$ cat src/rtl/sdspi_target.sv
// SPI mode-3 target with a Wishbone byte port; SPI pins are oversampled in wb_clk_i.
// Small RX/TX FIFOs decouple the CPU from the wire.

module sdspi_target_fifo #(
  parameter int DEPTH = 4
) (
  input  logic       clk,
  input  logic       rst_n,
  input  logic       i_push,
  input  logic [7:0] i_din,
  input  logic       i_pop,
  output logic [7:0] o_head,
  output logic       o_empty,
  output logic       o_full
);
  localparam int AW = $clog2(DEPTH);

  logic [7:0]  r_mem [DEPTH];
  logic [AW-1:0] r_wp, r_rp;
  logic [AW:0]   r_cnt;
  logic          w_pop, w_push;

  assign o_empty = (r_cnt == '0);
  assign o_full  = (r_cnt == (AW+1)'(DEPTH));
  assign o_head  = r_mem[r_rp];
  // A pop frees the slot in the same cycle, so a push into a full FIFO is accepted then.
  assign w_pop   = i_pop & ~o_empty;
  assign w_push  = i_push & (~o_full | w_pop);

  always_ff @(posedge clk) begin
    if (w_push) r_mem[r_wp] <= i_din;
  end

  always_ff @(posedge clk or negedge rst_n) begin
    if (!rst_n) begin
      r_wp  <= '0;
      r_rp  <= '0;
      r_cnt <= '0;
    end else begin
      if (w_push) r_wp <= r_wp + AW'(1);
      if (w_pop)  r_rp <= r_rp + AW'(1);
      case ({w_push, w_pop})
        2'b10:   r_cnt <= r_cnt + (AW+1)'(1);
        2'b01:   r_cnt <= r_cnt - (AW+1)'(1);
        default: r_cnt <= r_cnt;
      endcase
    end
  end
endmodule

module sdspi_target #(
  parameter int         DEPTH = 4,
  parameter logic [7:0] FILL  = 8'hFF
) (
  input  logic       wb_clk_i,
  input  logic       wb_rst_n_i,
  input  logic       wb_adr_i,
  input  logic [7:0] wb_dat_i,
  output logic [7:0] wb_dat_o,
  input  logic       wb_we_i,
  input  logic       wb_stb_i,
  input  logic       wb_cyc_i,
  output logic       wb_ack_o,
  input  logic       sclk_i,
  input  logic       mosi_i,
  input  logic       ss_i,
  output logic       miso_o,
  output logic       miso_oe_o,
  output logic       irq_o
);
  logic [1:0] r_sclk_s, r_mosi_s, r_ss_s;
  logic       r_sclk_d, r_ss_d;
  logic [2:0] r_bitcnt;
  logic [7:0] r_tx_sh, r_rx_sh;
  logic       r_miso, r_ack, r_rx_ovr, r_tx_udr;
  logic [7:0] r_dat;

  logic       w_sclk, w_ss, w_mosi, w_sclk_rise, w_sclk_fall, w_ss_fall, w_last;
  logic       w_tx_load, w_rx_push, w_req, w_rx_pop, w_tx_push, w_wr_stat;
  logic       w_rx_empty, w_rx_full, w_tx_empty, w_tx_full;
  logic [7:0] w_rx_head, w_tx_head, w_tx_byte, w_rx_byte, w_status;

  // Idle level is 1 on every pin, so reset the synchronisers high to avoid false edges.
  always_ff @(posedge wb_clk_i or negedge wb_rst_n_i) begin
    if (!wb_rst_n_i) begin
      r_sclk_s <= '1;
      r_mosi_s <= '1;
      r_ss_s   <= '1;
      r_sclk_d <= 1'b1;
      r_ss_d   <= 1'b1;
    end else begin
      r_sclk_s <= {r_sclk_s[0], sclk_i};
      r_mosi_s <= {r_mosi_s[0], mosi_i};
      r_ss_s   <= {r_ss_s[0], ss_i};
      r_sclk_d <= r_sclk_s[1];
      r_ss_d   <= r_ss_s[1];
    end
  end

  assign w_sclk      = r_sclk_s[1];
  assign w_ss        = r_ss_s[1];
  assign w_mosi      = r_mosi_s[1];
  assign w_sclk_rise = w_sclk & ~r_sclk_d;
  assign w_sclk_fall = ~w_sclk & r_sclk_d;
  assign w_ss_fall   = ~w_ss & r_ss_d;
  assign w_last      = (r_bitcnt == 3'd7);
  assign w_rx_byte   = {r_rx_sh[6:0], w_mosi};
  assign w_tx_byte   = w_tx_empty ? FILL : w_tx_head;
  assign w_tx_load   = ~w_ss & (w_ss_fall | (w_sclk_rise & w_last));
  assign w_rx_push   = ~w_ss & ~w_ss_fall & w_sclk_rise & w_last;

  always_ff @(posedge wb_clk_i or negedge wb_rst_n_i) begin
    if (!wb_rst_n_i) begin
      r_bitcnt <= '0;
      r_tx_sh  <= FILL;
      r_rx_sh  <= '0;
      r_miso   <= 1'b1;
    end else if (w_ss) begin
      r_bitcnt <= '0;
      r_miso   <= 1'b1;
    end else if (w_ss_fall) begin
      r_bitcnt <= '0;
      r_tx_sh  <= w_tx_byte;
    end else if (w_sclk_fall) begin
      r_miso   <= r_tx_sh[7];
      r_tx_sh  <= {r_tx_sh[6:0], 1'b0};
    end else if (w_sclk_rise) begin
      r_rx_sh  <= w_rx_byte;
      r_bitcnt <= r_bitcnt + 3'd1;
      if (w_last) r_tx_sh <= w_tx_byte;
    end
  end

  assign miso_o    = w_ss | r_miso;
  assign miso_oe_o = ~w_ss;

  // Bus side: every action happens on the edge that raises ack, so once per ack.
  assign w_req     = wb_stb_i & wb_cyc_i & ~r_ack;
  assign w_rx_pop  = w_req & ~wb_we_i & ~wb_adr_i;
  assign w_tx_push = w_req & wb_we_i & ~wb_adr_i;
  assign w_wr_stat = w_req & wb_we_i & wb_adr_i;
  assign w_status  = {3'b0, w_ss, r_tx_udr, r_rx_ovr, w_tx_full, ~w_rx_empty};

  sdspi_target_fifo #(.DEPTH(DEPTH)) u_rx (
    .clk(wb_clk_i), .rst_n(wb_rst_n_i),
    .i_push(w_rx_push), .i_din(w_rx_byte), .i_pop(w_rx_pop),
    .o_head(w_rx_head), .o_empty(w_rx_empty), .o_full(w_rx_full)
  );

  sdspi_target_fifo #(.DEPTH(DEPTH)) u_tx (
    .clk(wb_clk_i), .rst_n(wb_rst_n_i),
    .i_push(w_tx_push), .i_din(wb_dat_i), .i_pop(w_tx_load),
    .o_head(w_tx_head), .o_empty(w_tx_empty), .o_full(w_tx_full)
  );

  always_ff @(posedge wb_clk_i or negedge wb_rst_n_i) begin
    if (!wb_rst_n_i) begin
      r_ack    <= 1'b0;
      r_dat    <= 8'h00;
      r_rx_ovr <= 1'b0;
      r_tx_udr <= 1'b0;
    end else begin
      r_ack <= w_req;
      if (w_req & ~wb_we_i)
        r_dat <= wb_adr_i ? w_status : (w_rx_empty ? 8'h00 : w_rx_head);
      // Set beats a same-cycle clear so no event is lost.
      if (w_rx_push & w_rx_full & ~w_rx_pop) r_rx_ovr <= 1'b1;
      else if (w_wr_stat & wb_dat_i[2])      r_rx_ovr <= 1'b0;
      if (w_tx_load & w_tx_empty)            r_tx_udr <= 1'b1;
      else if (w_wr_stat & wb_dat_i[3])      r_tx_udr <= 1'b0;
    end
  end

  assign wb_ack_o = r_ack;
  assign wb_dat_o = r_dat;
  assign irq_o    = ~w_rx_empty | r_rx_ovr;
endmodule

$ cat config.mk
export PLATFORM = sky130hd
export DESIGN_NAME = sdspi_target
export DESIGN_NICKNAME = d
export VERILOG_FILES = /design/src/rtl/sdspi_target.sv
export SDC_FILE = /design/constraint.sdc
export NUM_CORES = 1
export LEC_CHECK = 0
export CAP_MARGIN = 10
export CORE_MARGIN = 1.5
export CORE_UTILIZATION = 35
export CTS_CLUSTER_DIAMETER = 60
export DETAILED_ROUTE_END_ITERATION = 6
export HOLD_SLACK_MARGIN = 0.1
export PLACE_DENSITY = 0.49
export SETUP_SLACK_MARGIN = 0.05
export SYNTH_ARGS = -nofsm -noshare
export SYNTH_HDL_FRONTEND = slang
export SYNTH_SLANG_ARGS = --single-unit
$ cat constraint.sdc
create_clock -name wb_clk_i -period 2.8 [get_ports wb_clk_i]
set_clock_uncertainty 0.1 [all_clocks]
set_input_delay 0.56 -clock wb_clk_i [delete_from_list [all_inputs] [get_ports wb_clk_i]]
set_output_delay 0.56 -clock wb_clk_i [all_outputs]
set_load 0.01 [all_outputs]
* Word level (Yosys, flattened, before mapping)
Memory sizes are Yosys's and may differ from the RTL's.
Cells that the tools add are included.
** Word-level totals
- Flip-flop bits (word level) :: 52
- Memory bits (writable) :: 64
- Input port bits :: 17
- Output and inout port bits :: 12
- Logic and storage cells :: 119
- Memories :: 2
** Operators by class
- Add/sub/neg operators :: 9
- Eq/ne operators :: 9
- Mux-type cells :: 24
- Bitwise operators :: 42
- Reduce and logical (&&, ||, !) cells :: 14
** Memory list
- u_rx.r_mem :: words 4, width 8, read ports 1, clocked after Yosys merged registers in 0, wr ports 1, line 18 : logic [7:0] r_mem [DEPTH];
- u_tx.r_mem :: words 4, width 8, read ports 1, clocked after Yosys merged registers in 0, wr ports 1, line 18
** Operator list (number)
- 8-bit 2-to-1 mux :: 7
- 1-bit bitwise AND :: 24
- 1-bit NOT :: 13
- 3-bit 2-to-1 mux :: 4
- 3-bit one-hot mux with 2 select lines :: 2
- 1-bit 2-to-1 mux :: 11
- 2-bit nonzero test :: 5
- 3-bit by 1-bit adder with 3-bit output (second input constant) :: 3
- 3-bit equality test (second input constant) :: 3
- 3-bit nonzero test :: 3
- 2-bit by 1-bit adder with 2-bit output (second input constant) :: 4
- 3-bit logical NOT :: 2
- 3-bit by 1-bit subtractor with 3-bit output (second input constant) :: 2
- 1-bit bitwise OR :: 5
- 2-bit by 1-bit equality test with 1-bit output (second input constant) :: 2
- 2-bit equality test (second input constant) :: 2
- 2-bit AND reduction :: 2
- 4-bit AND reduction :: 1
- 3-bit by 2-bit != test with 1-bit output (second input constant) :: 1
- 3-bit AND reduction :: 1
- 2-bit != test (second input constant) :: 1

* Depth between registers and ports, before layout
Gate-level depths: netlist of run 1.
- Depth in word-level cells :: 10
- Mapped depth :: 13
- Gate-level depth less buffers :: 12

* Hierarchy
A second synthesis of run 1 with hierarchy kept.
** Second synthesis, totals
- Cells, all modules :: 311
- Area, all modules :: 4829.6 um2
** By module, submodules not included
- sdspi_target_fifo :: instances 2, cells each 80, area an instance 1587.8 um2, seq. area each 1136.1 um2
- sdspi_target :: instances 1, cells each 151, area an instance 1654.1 um2, seq. area each 972.2 um2

* Least setup slack after synthesis of run 1
No wires, ideal clock.
- Path type :: reg-to-reg
- From :: reg r_bitcnt[0]
- To :: reg u_tx.r_cnt[2]
- Setup time :: 0.079 ns
- Data arrival time :: 2.336 ns
- Slack :: 0.285 ns
- Stages on the path, launching flop included :: 14
- Buffers on the path :: 1
- Period minus slack after synthesis :: 2.515 ns
- Cell sequence :: dfrtp_1 > ha_1 > ha_1 > a21oi_1 > o21ai_0 > and3b_1 > buf_6 > inv_1 > ha_1 > inv_1 > fa_1 > xor2_1 > nor2_1 > xor2_1
** On the way
- Word-level cells in the longest chain between the ends :: 9
- Elaborated cells between the ends (all ways) :: 11
** Ends and longest elaborated chain
- from (decl) :: line 73 : logic [2:0] r_bitcnt;
- from (signal assigned) :: line 129 : r_bitcnt <= r_bitcnt + 3'd1;
- 3-bit equality test * :: line 106 : assign w_last = (r_bitcnt == 3'd7);
- 1-bit bitwise AND * :: line 109 : assign w_tx_load = ~w_ss & (w_ss_fall | (w_sclk_rise & w_last));
- 1-bit bitwise OR * :: line 109
- 1-bit bitwise AND * :: line 109
- 1-bit bitwise AND * :: line 27 : assign w_pop = i_pop & ~o_empty;
- 1-bit bitwise OR :: line 28 : assign w_push = i_push & (~o_full | w_pop);
- 1-bit bitwise AND :: line 28
- 2-bit by 1-bit equality test with 1-bit output or 2-bit equality test (tied branches) :: line 42 : case ({w_push, w_pop})
- 3-bit one-hot mux with 2 select lines or 2-bit nonzero test (tied branches)
- to (signal assigned) :: line 43 : 2'b10: r_cnt <= r_cnt + (AW+1)'(1);
- to (signal assigned) :: line 44 : 2'b01: r_cnt <= r_cnt - (AW+1)'(1);
- to (signal assigned) :: line 45 : default: r_cnt <= r_cnt;
- to (decl) :: line 20 : logic [AW:0] r_cnt;
Every way passes the cells marked *; elsewhere a longest branch is shown, timed or not.
A chain may end at the register's enable or synchronous reset.

* Worst setup path after layout of run 1
Ends and elaborated chain as after synthesis.

==> impl_metrics.csv, run 1 <==
group,metric,value,unit
timing,min_period,2560,ps
die,core_area,0.01335,sq mm
worst_setup_path,critical_path_start,"r_bitcnt[0]$_DFFE_PN0P_",
placement,routabilityCongestion,0.7252,
yosys,synth_area,0.004807,sq mm
drt,finalWirelength,8.802,mm
yosys,synth_edf_count,64,
drt,vias_per_cell,4.692,
yosys,synth_top_family_by_area,"multiplexers",
run,maxCapViolCount,0,
cts,post-cts-setup-buffers,0,
die,die_width,120.2,um
global_routing,wire_length_of_the_first_global_routing_pass,14.48,mm
yosys,post_synth_fa_ha_maj_area_fraction,4.477,%
pwr,static-leakage-power,2.276,nW
yosys,seq_area_frac_synth,67.49,%
worst_setup_path,worst-endpoint-required,3030,ps
hold_path,min_path_type,"flop to flop",
worst_setup_path,worst_ep_arrival_time,2790,ps
worst_setup_path,end_point_of_the_critical_path,"u_tx.r_cnt[2]$_DFFE_PN0P_",
worst_setup_path,critical_path.endpoint_type,"flop",
yosys,ys_top_cells_by_area,"edfxtp_1, dfrtp_1, dfstp_2",
yosys,synth_largest_area_cell,"edfxtp_1",
global_routing,grt_max_degree,27,
yosys,synthMuxAreaShare,10.10,%
worst_setup_path,timing_worst_setup_path_type,"flop to flop",
timing,max_freq,390.7,MHz
timing,max_slew.worst_pin.slew,609.8,ps
cells_and_area,layout-area-overhead-vs-synth,26.63,%
worst_setup_path,r2r_slack,240,ps
yosys,main_flop_type_after_synthesis,"edfxtp_1",
yosys,fraction_of_post_synthesis_cell_area_in_the_top_cell_type_by_area,39.98,%
die,initial_utilization,36.01,%
yosys,synth_compound_area_share,5.258,%
cells_and_area,stdcell_count,536,
cts,clock-root-buffer,"clkbuf_16",
cts,sink_count_of_the_clock_tree,116,
placement,place_hpwl,6.032,mm
die,fp.dieArea,0.01445,sq mm
timing,timing_max_transition_violations_final,0,
yosys,most_numerous_cell_types_in_the_synthesized_netlist,"edfxtp_1, dfrtp_1, dfstp_2, mux4_2, inv_1",
global_routing,grt_util_all_layers,13.63,%
timing,relSlewSlack,59.35,%
cells_and_area,num_antenna_cells,0,
worst_setup_path,worst_r2r_startpoint,"r_bitcnt[0]$_DFFE_PN0P_",
yosys,synth-async-reset-ratio,44.83,%
worst_setup_path,worst-path-max-fanout,3,
yosys,yosys.area_share.simple,7.652,%
cts,clkLatencyLatePin,410,ps
yosys,yosys.cell_count.top_type,"edfxtp_1",
placement,io_buffer_count,28,
yosys,synth_xor_area_share,2.369,%
pwr,peak_supply_drop,0.0004491,V
placement,dpl_cells,503,
yosys,synth_cell_type_count,47,
drt,drt_iter0_markers,111,
cts,cts.path.max_buffers,2,
drt,detail_route.first_pass.iterations,4,
drt,antenna_left,0,
run_status,status,"complete, no violations",
cts,h-tree-depth,4,
cts,tritoncts.num_buffers,17,
yosys,yosysWarnings,0,
die,dieHeight,120.2,um
die,io-pin-count,29,
global_routing,via_count_of_the_first_global_routing_pass,2694,
timing,final.setup.tns,0,ps
global_routing,grt_overflow,0,
worst_setup_path,reg2reg_depth,12,
timing,setup_viol,0,
yosys,synth_fp_nets,319,
yosys,post_synth.cell_area_avg,16.81,sq um
cts,tritoncts_clock_tree,"yes",
drt,vias,2515,
cells_and_area,drive_gt1_share,29.44,%
timing,rsz0062_at_grt,"false",
die,rows,42,
global_routing,grt_antenna_before_repair,0,
timing,final_cycle_utilization_of_the_critical_path,91.42,%
pwr,power.density_cell_area,869.4,mW/mm^2
worst_setup_path,crit-reg2reg-capture,"u_tx.r_cnt[2]$_DFFE_PN0P_",
cells_and_area,nets,380,
timing,fin_hold_ws,251.4,ps
drt,drt_drc_violations_left,0,
yosys,synth-seq-cells,116,
worst_setup_path,start_kind,"flop",
timing,hold_violations,0,
yosys,synthesis.instances,286,
cts,cts_clock_pin_slew_for_the_worst_setup_and_hold_paths,50,ps
drt,avgRoutedWirePerCell,16.42,um
-- stage by stage --
stage | utilization, % | total power [mW] | setup WS [ps] | area, sq um
after floorplan | - | 2.958 | 285.0 | 4807
after global placement | 41.26 | 3.285 | 30.75 | 5508
after detailed placement | 41.26 | 3.304 | -77.26 | 5508
after CTS | 45.58 | 5.382 | 134.5 | 6083
after global routing | 45.60 | 5.568 | 61.42 | 6087
final | 45.60 | 5.292 | 240.3 | 6087
-- cell families after synthesis --
group / count (synthesis)
AOI/OAI and AO/OA: 29
DFF: 116
muxes: 27
xor gates and xnor gates: 13
adders and majority gates: 16
and+or+nand+nor: 59
buffers and inverters: 26
-- per-layer routing --
layer | part of all wire (%) | GRT usage, % | wire [um] | vias up
met2 | 48 | 20.93 | 4259 | 34
met5 | 0 | 0 | 0 | -
met1 | 47 | 17.71 | 4097 | 1273
li1 | - | - | - | 1198
met4 | 1.5 | 6.250 | 136 | 0
met3 | 3.5 | 4.292 | 308 | 10
-- layout make-up --
type	count	area [sq um]
flip-flops and latches	116	3244
well taps	176	220.2
repair buffers	52	558.0
clock buffers	17	425.4
clock inverters	15	140.1
fillers	1201	7261
inverters	16	60.06
multi-input cells	144	1439
-- registers in the layout, summed over array words and instances (netlist names), 2 cells and up --
signal	count
r_bitcnt	3
r_mosi_s	2
r_rx_sh	7
r_sclk_s	2
r_ss_s	2
r_tx_sh	8
u_rx.r_cnt	3
u_rx.r_mem	32
u_rx.r_rp	2
u_rx.r_wp	2
u_tx.r_cnt	3
u_tx.r_mem	32
u_tx.r_rp	2
u_tx.r_wp	2
wb_dat_o	8
-- where the power goes --
group          switching (mW)  total [mW]  internal (mW)
sequential              0.281        2.37           2.09
clock                   0.755        2.05           1.29
combinational           0.340       0.873          0.533
total                    1.38        5.29           3.92
-- placed cells by master (no fill, tap or decap), drive strengths merged, types with 9 or more instances in the layout --
| master | netlist | layout |
|---|---|---|
| dfrtp | 35 | 35 |
| mux2 | 9 | 9 |
| ha | 14 | 14 |
| mux4 | 16 | 16 |
| inv | 16 | 17 |
| buf | 7 | 24 |
| clkbuf | 3 | 17 |
| nor3 | 10 | 10 |
| clkdlybuf4s50 | 0 | 27 |
| nor2 | 14 | 14 |
| dfstp | 17 | 17 |
| edfxtp | 64 | 64 |
-- worst min path at each step --
stage / depth (start not counted) / startpoint / endpoint
floorplan: 0 / wb_rst_n_i / r_bitcnt[0]$_DFFE_PN0P_
global placement: 0 / r_ss_s[0]$_DFF_PN1_ / r_ss_s[1]$_DFF_PN1_
detailed placement: 0 / r_mosi_s[0]$_DFF_PN1_ / r_mosi_s[1]$_DFF_PN1_
CTS: 0 / r_ss_s[0]$_DFF_PN1_ / r_ss_s[1]$_DFF_PN1_
global route: 0 / r_mosi_s[0]$_DFF_PN1_ / r_mosi_s[1]$_DFF_PN1_
finish: 0 / r_ss_s[0]$_DFF_PN1_ / r_ss_s[1]$_DFF_PN1_
-- worst max-delay path, stage by stage (launching register included) --
cell and delay [ps]:
dfrtp_1 390, ha_1 200, ha_1 230, a21oi_2 200, o21ai_0 90, and3b_1 200
inv_1 60, ha_1 160, inv_1 60, fa_1 370, xor2_1 150, nor2_1 110
xor2_1 160
-- repair_timing --
item | in CTS | in global routing
gates resized for setup | 0 | 1
hold endpoints to repair | 20 | 0
hold buffers | 1 | 0
setup endpoints to repair | 0 | 1
Power figures use the tool's default switching activity.
==> run 2: changes to the inputs <==
- CELL_PAD_IN_SITES_DETAIL_PLACEMENT: default -> 0
- CELL_PAD_IN_SITES_GLOBAL_PLACEMENT: default -> 1
- PLACE_DENSITY: 0.49 -> 0.55
==> run 2 against run 1 <==
Die area did not move. Cell count rose by 0.37%. Clock-buffer cell count rose by 1.
==> impl_metrics.csv, run 2 (synthesis gave the netlist of run 1 again) <==
group,metric,value,unit
cells_and_area,fillers,1234,
worst_setup_path,path_cells,"ha_1 > ha_2 > a21oi_2 > o21ai_0 > and3b_1 > inv_1 > ha_1 > inv_1 > fa_1 > xor2_1 > nor2_1 > xor2_1",
cts,cts-hold-fix-buffers,0,
worst_setup_path,timing.critical_path.slowest_cell_delay,400,ps
placement,io_buffer_count,28,
global_routing,grt_overflow,0,
cells_and_area,num_antenna_cells,0,
timing,rsz0062_at_grt,"false",
worst_setup_path,end_point_of_the_critical_path,"u_tx.r_cnt[2]$_DFFE_PN0P_",
cells_and_area,final-seq-area,0.003244,sq mm
cts,sink_count_of_the_clock_tree,116,
worst_setup_path,worst_ep_arrival_time,2820,ps
worst_setup_path,timing_worst_setup_path_type,"flop to flop",
cells_and_area,layout-area-overhead-vs-synth,26.81,%
cts,cts.path.max_buffers,2,
die,die_width,120.2,um
worst_setup_path,critical_path_start,"r_bitcnt[0]$_DFFE_PN0P_",
run,maxCapViolCount,0,
timing,max_freq,385.8,MHz
placement,routabilityCongestion,0.6995,
die,io-pin-count,29,
global_routing,globalRouteMet3Util,4.670,%
global_routing,globalRouteMet1Util,19.03,%
worst_setup_path,worst-path-max-fanout,3,
cts,tritoncts.num_buffers,17,
drt,vias_per_cell,4.727,
worst_setup_path,crit-reg2reg-capture,"u_tx.r_cnt[2]$_DFFE_PN0P_",
timing,timing_max_transition_violations_final,0,
cells_and_area,layout_commonest_cell,"edfxtp_1",
worst_setup_path,critical_path.endpoint_type,"flop",
global_routing,grt.busiest_layer,"met2",
drt,drt_drc_violations_left,0,
cells_and_area,multi_input_area,0.001446,sq mm
cells_and_area,registers_with_the_most_flip_flops,"u_rx.r_mem x32, u_tx.r_mem x32",
worst_setup_path,worst-endpoint-required,3030,ps
cts,clock-root-buffer,"clkbuf_16",
placement,dpl_cells,505,
cts,h-tree-depth,4,
cells_and_area,final_core_util,45.67,%
global_routing,wire_length_of_the_first_global_routing_pass,14.81,mm
global_routing,grt.met2_usage,21.04,%
drt,drt_iter0_markers,130,
run_status,status,"complete, no violations",
global_routing,grt_max_degree,39,
pwr,finalPower,5.408,mW
cts,tritoncts_clock_tree,"yes",
global_routing,grt_util_all_layers,14.08,%
die,core_area,0.01335,sq mm
worst_setup_path,timing.critical_path.slowest_stage_cell,"dfrtp_1",
cells_and_area,drive_gt1_share,31.77,%
timing,relSlewSlack,40.37,%
global_routing,via_count_of_the_first_global_routing_pass,2684,
die,rows,42,
global_routing,grt_antenna_before_repair,0,
die,initial_utilization,36.01,%
worst_setup_path,r2r_slack,210,ps
pwr,peak_supply_drop,0.0004020,V
cts,clkLatencyLatePin,410,ps
drt,antenna_left,0,
worst_setup_path,reg2reg_depth,12,
die,fp.dieArea,0.01445,sq mm
placement,place_hpwl,6.026,mm
drt,vias,2543,
cells_and_area,nets,382,
timing,setup_viol,0,
worst_setup_path,worst_r2r_startpoint,"r_bitcnt[0]$_DFFE_PN0P_",
hold_path,min_path_type,"input pin to async pin",
timing,max_slew.worst_pin.slew,894.5,ps
die,dieHeight,120.2,um
drt,finalWirelength,8.830,mm
timing,hold_violations,0,
cells_and_area,layout_common_cells,"edfxtp_1, dfrtp_1, clkdlybuf4s50_1",
pwr,static-leakage-power,2.309,nW
pwr,power.density_cell_area,887.1,mW/mm^2
drt,avgRoutedWirePerCell,16.41,um
timing,min_period,2592,ps
cts,cts_clock_pin_slew_for_the_worst_setup_and_hold_paths,60,ps
timing,fin_hold_ws,187.7,ps
drt,detail_route.first_pass.iterations,4,
worst_setup_path,start_kind,"flop",
timing,final_cycle_utilization_of_the_critical_path,92.58,%
cells_and_area,stdcell_count,538,
run 2: cell types whose count changed in the layout (fill, tap and decap cells not counted), sizes merged:
cell and change:
dlygate4sd3 -1, clkbuf +1, inv +3, buf +3, clkinvlp -4
run 2: per-stage QoR:
step | setup WS (ps) | setup TNS, ps | area [sq um]
floorplan | 285.0 | 0 | 4807
global placement | 15.03 | 0 | 5485
detailed placement | -87.50 | -179.6 | 5485
CTS | 141.9 | 0 | 6077
global route | 46.11 | 0 | 6096
finish | 207.7 | 0 | 6096
run 2: cell type report:
type                       instances  share of cell area, %
sequential                       116                  53.22
clock inverter                    14                  2.504
timing repair buffer              54                  8.744
multi-input combinational        144                  23.73
tap                              176                  3.612
clock buffer                      18                  7.204
inverter                          16                 0.9852
run 2: where the power goes:
part,total [mW],internal [mW],switching (mW)
sequential,2.36,2.09,0.271
combinational,0.899,0.542,0.358
clock,2.15,1.34,0.803
total,5.41,3.98,1.43
run 2: metal layers:
layer,wire length [um],vias to the layer above,part of all wire (%)
met3,296,15,3.4
met1,4247,1282,48
met4,131,0,1.5
met5,0,-,0
met2,4154,39,47
li1,-,1207,-
run 2: how the worst min path moves through the flow:
stage	to	slack, ps
4_1_cts	r_bitcnt[2]$_DFFE_PN0P_	200
3_5_place_dp	r_mosi_s[1]$_DFF_PN1_	250
6_report	u_rx.r_cnt[2]$_DFFE_PN0P_	190
5_1_grt	u_tx.r_cnt[2]$_DFFE_PN0P_	240
3_3_place_gp	r_mosi_s[1]$_DFF_PN1_	250
2_1_floorplan	r_bitcnt[0]$_DFFE_PN0P_	160
run 2: timing repair:
item                                    4_1_cts  5_1_grt
gates resized for setup                       0        3
buffers inserted                              0        1
endpoints found under the setup margin        0        1
run 2: critical path: cells and delay by family (launching register included):
| kind | cells | cell delay [ps] |
|---|---|---|
| fa+ha+maj | 4 | 940 |
| compound gates | 2 | 280 |
| simple gates | 2 | 340 |
| xor+xnor | 2 | 320 |
| buf+inv | 2 | 120 |
| flops | 1 | 400 |
==> run 3: changes to the inputs <==
- SETUP_SLACK_MARGIN: 0.05 -> default
==> run 3 against run 2 <==
Die area is the same. Critical path depth unchanged. Register-to-register slack barely moved. Clock power is essentially flat. Clock-buffer cell count unchanged. Utilization decreased by 0.11 points. First-iteration DRC count is 4.6% lower.
==> impl_metrics.csv, run 3 (synthesis gave the netlist of run 1 again) <==
group,metric,value,unit
run_status,status,"complete, no violations",
global_routing,grt_overflow,0,
die,dieHeight,120.2,um
cells_and_area,layout_common_cells,"edfxtp_1, dfrtp_1, clkdlybuf4s50_1",
cells_and_area,layout-area-overhead-vs-synth,26.50,%
drt,drt_drc_violations_left,0,
drt,highest-signal-layer,"met4",
die,rows,42,
run,maxCapViolCount,0,
timing,max_slew.worst_pin.slew,898.2,ps
drt,vias,2537,
cts,cts.path.max_buffers,2,
cts,sink_count_of_the_clock_tree,116,
cts,clkLatencyLatePin,410,ps
cts,post-cts-setup-buffers,0,
die,die_width,120.2,um
drt,finalWirelength,8.828,mm
cts,clock-root-buffer,"clkbuf_16",
timing,timing_max_transition_violations_final,0,
worst_setup_path,timing_worst_setup_path_type,"flop to flop",
placement,place_hpwl,6.026,mm
drt,antenna_left,0,
drt,met2RoutedLength,4.142,mm
timing,final_cycle_utilization_of_the_critical_path,92.93,%
hold_path,min_path_type,"input pin to async pin",
die,core_area,0.01335,sq mm
cts,h-tree-depth,4,
timing,min_period,2602,ps
timing,rsz0062_at_grt,"false",
placement,postPlaceCellArea,0.005485,sq mm
cells_and_area,layout_commonest_cell,"edfxtp_1",
pwr,peak_supply_drop,0.0004023,V
drt,detailed_routed_wire_length_on_met3,283,um
placement,io_buffer_count,28,
cells_and_area,registers_with_the_most_flip_flops,"u_rx.r_mem x32, u_tx.r_mem x32",
die,fp.dieArea,0.01445,sq mm
placement,routabilityCongestion,0.6995,
placement,placement.setup.worst_slack,-87.50,ps
cells_and_area,post-route-cell-area,0.006081,sq mm
drt,avgRoutedWirePerCell,16.44,um
drt,routedLengthMet1,4.272,mm
global_routing,grt_antenna_before_repair,0,
cells_and_area,drive_gt1_share,31.02,%
timing,relSlewSlack,40.12,%
timing,hold_violations,0,
die,io-pin-count,29,
worst_setup_path,worst_ep_arrival_time,2830,ps
cells_and_area,num_antenna_cells,0,
cts,tritoncts_clock_tree,"yes",
worst_setup_path,worst-endpoint-required,3030,ps
global_routing,grt_max_degree,39,
global_routing,grt_util_all_layers,14.08,%
worst_setup_path,critical_path.endpoint_type,"flop",
drt,detail_route.first_pass.iterations,4,
drt,drt_iter0_markers,124,
timing,max_freq,384.3,MHz
global_routing,wire_length_of_the_first_global_routing_pass,14.81,mm
cts,tritoncts.num_buffers,17,
pwr,power.density_cell_area,888.8,mW/mm^2
cells_and_area,nets,381,
global_routing,via_count_of_the_first_global_routing_pass,2684,
drt,vias_per_cell,4.724,
worst_setup_path,start_kind,"flop",
pwr,static-leakage-power,2.306,nW
cts,cts_clock_pin_slew_for_the_worst_setup_and_hold_paths,60,ps
worst_setup_path,worst-path-max-fanout,3,
timing,final_critical_path_setup_slack,198.0,ps
die,initial_utilization,36.01,%
timing,setup_viol,0,
[run 3: worst paths after layout]
check	startpoint	endpoint	slack (ps)	cells after the start
max	r_bitcnt[0]$_DFFE_PN0P_	u_tx.r_cnt[2]$_DFFE_PN0P_	200	12
min	wb_rst_n_i	u_rx.r_cnt[2]$_DFFE_PN0P_	190	1
max reg2reg	r_bitcnt[0]$_DFFE_PN0P_	u_tx.r_cnt[2]$_DFFE_PN0P_	200	12
min reg2reg	r_sclk_s[0]$_DFF_PN1_	r_sclk_s[1]$_DFF_PN1_	260	0
max in group asynchronous	wb_rst_n_i	u_rx.r_rp[0]$_DFFE_PN0P_	1740	2
min in group wb_clk_i	r_sclk_s[0]$_DFF_PN1_	r_sclk_s[1]$_DFF_PN1_	260	0
[run 3: where the power goes]
part / internal, mW / switching (mW)
logic: 0.540 / 0.356
clock network: 1.34 / 0.803
registers: 2.09 / 0.272
total: 3.97 / 1.43
[run 3: final cells by class]
cell class / instances / area (sq um)
clock inverters: 14 / 152.6
flip-flops and latches: 116 / 3244
inverters: 16 / 60.06
clock buffers: 18 / 439.2
repair buffers: 53 / 525.5
fillers: 1231 / 7267
multi-input cells: 144 / 1439
well taps: 176 / 220.2
[run 3: stage by stage]
step / total power, mW / TNS [ps] / hold slack, ps / util, % / cells
floorplan: 2.958 / 0 / 164.4 / - / 286
global placement: 3.299 / 0 / 246.5 / 41.09 / 505
detailed placement: 3.320 / -179.6 / 249.0 / 41.09 / 505
CTS: 5.490 / 0 / 196.8 / 45.53 / 537
global route: 5.702 / 0 / 240.1 / 45.56 / 537
finish: 5.405 / 0 / 188.8 / 45.56 / 537
[run 3: critical path, stage by stage, from the launching register on]
cell     delay [ps]
dfrtp_1         400
ha_1            210
ha_1            220
a21oi_2         190
o21ai_0          90
and3b_1         190
inv_1            60
ha_1            170
inv_1            60
fa_1            370
xor2_1          150
nor2_1          130
xor2_1          170
[run 3: timing repair]
| action | CTS | global route |
|---|---|---|
| hold buffers | 0 | 0 |
| hold endpoints to repair | 0 | 0 |
| setup endpoints to repair | 0 | 1 |
| resized for setup | 0 | 1 |
[run 3: routing by layer]
metal / up-vias / global-route usage (%)
li1: 1205 / -
met1: 1279 / 19.03
met2: 38 / 21.04
met3: 15 / 4.670
met4: 0 / 5.580
met5: - / 0
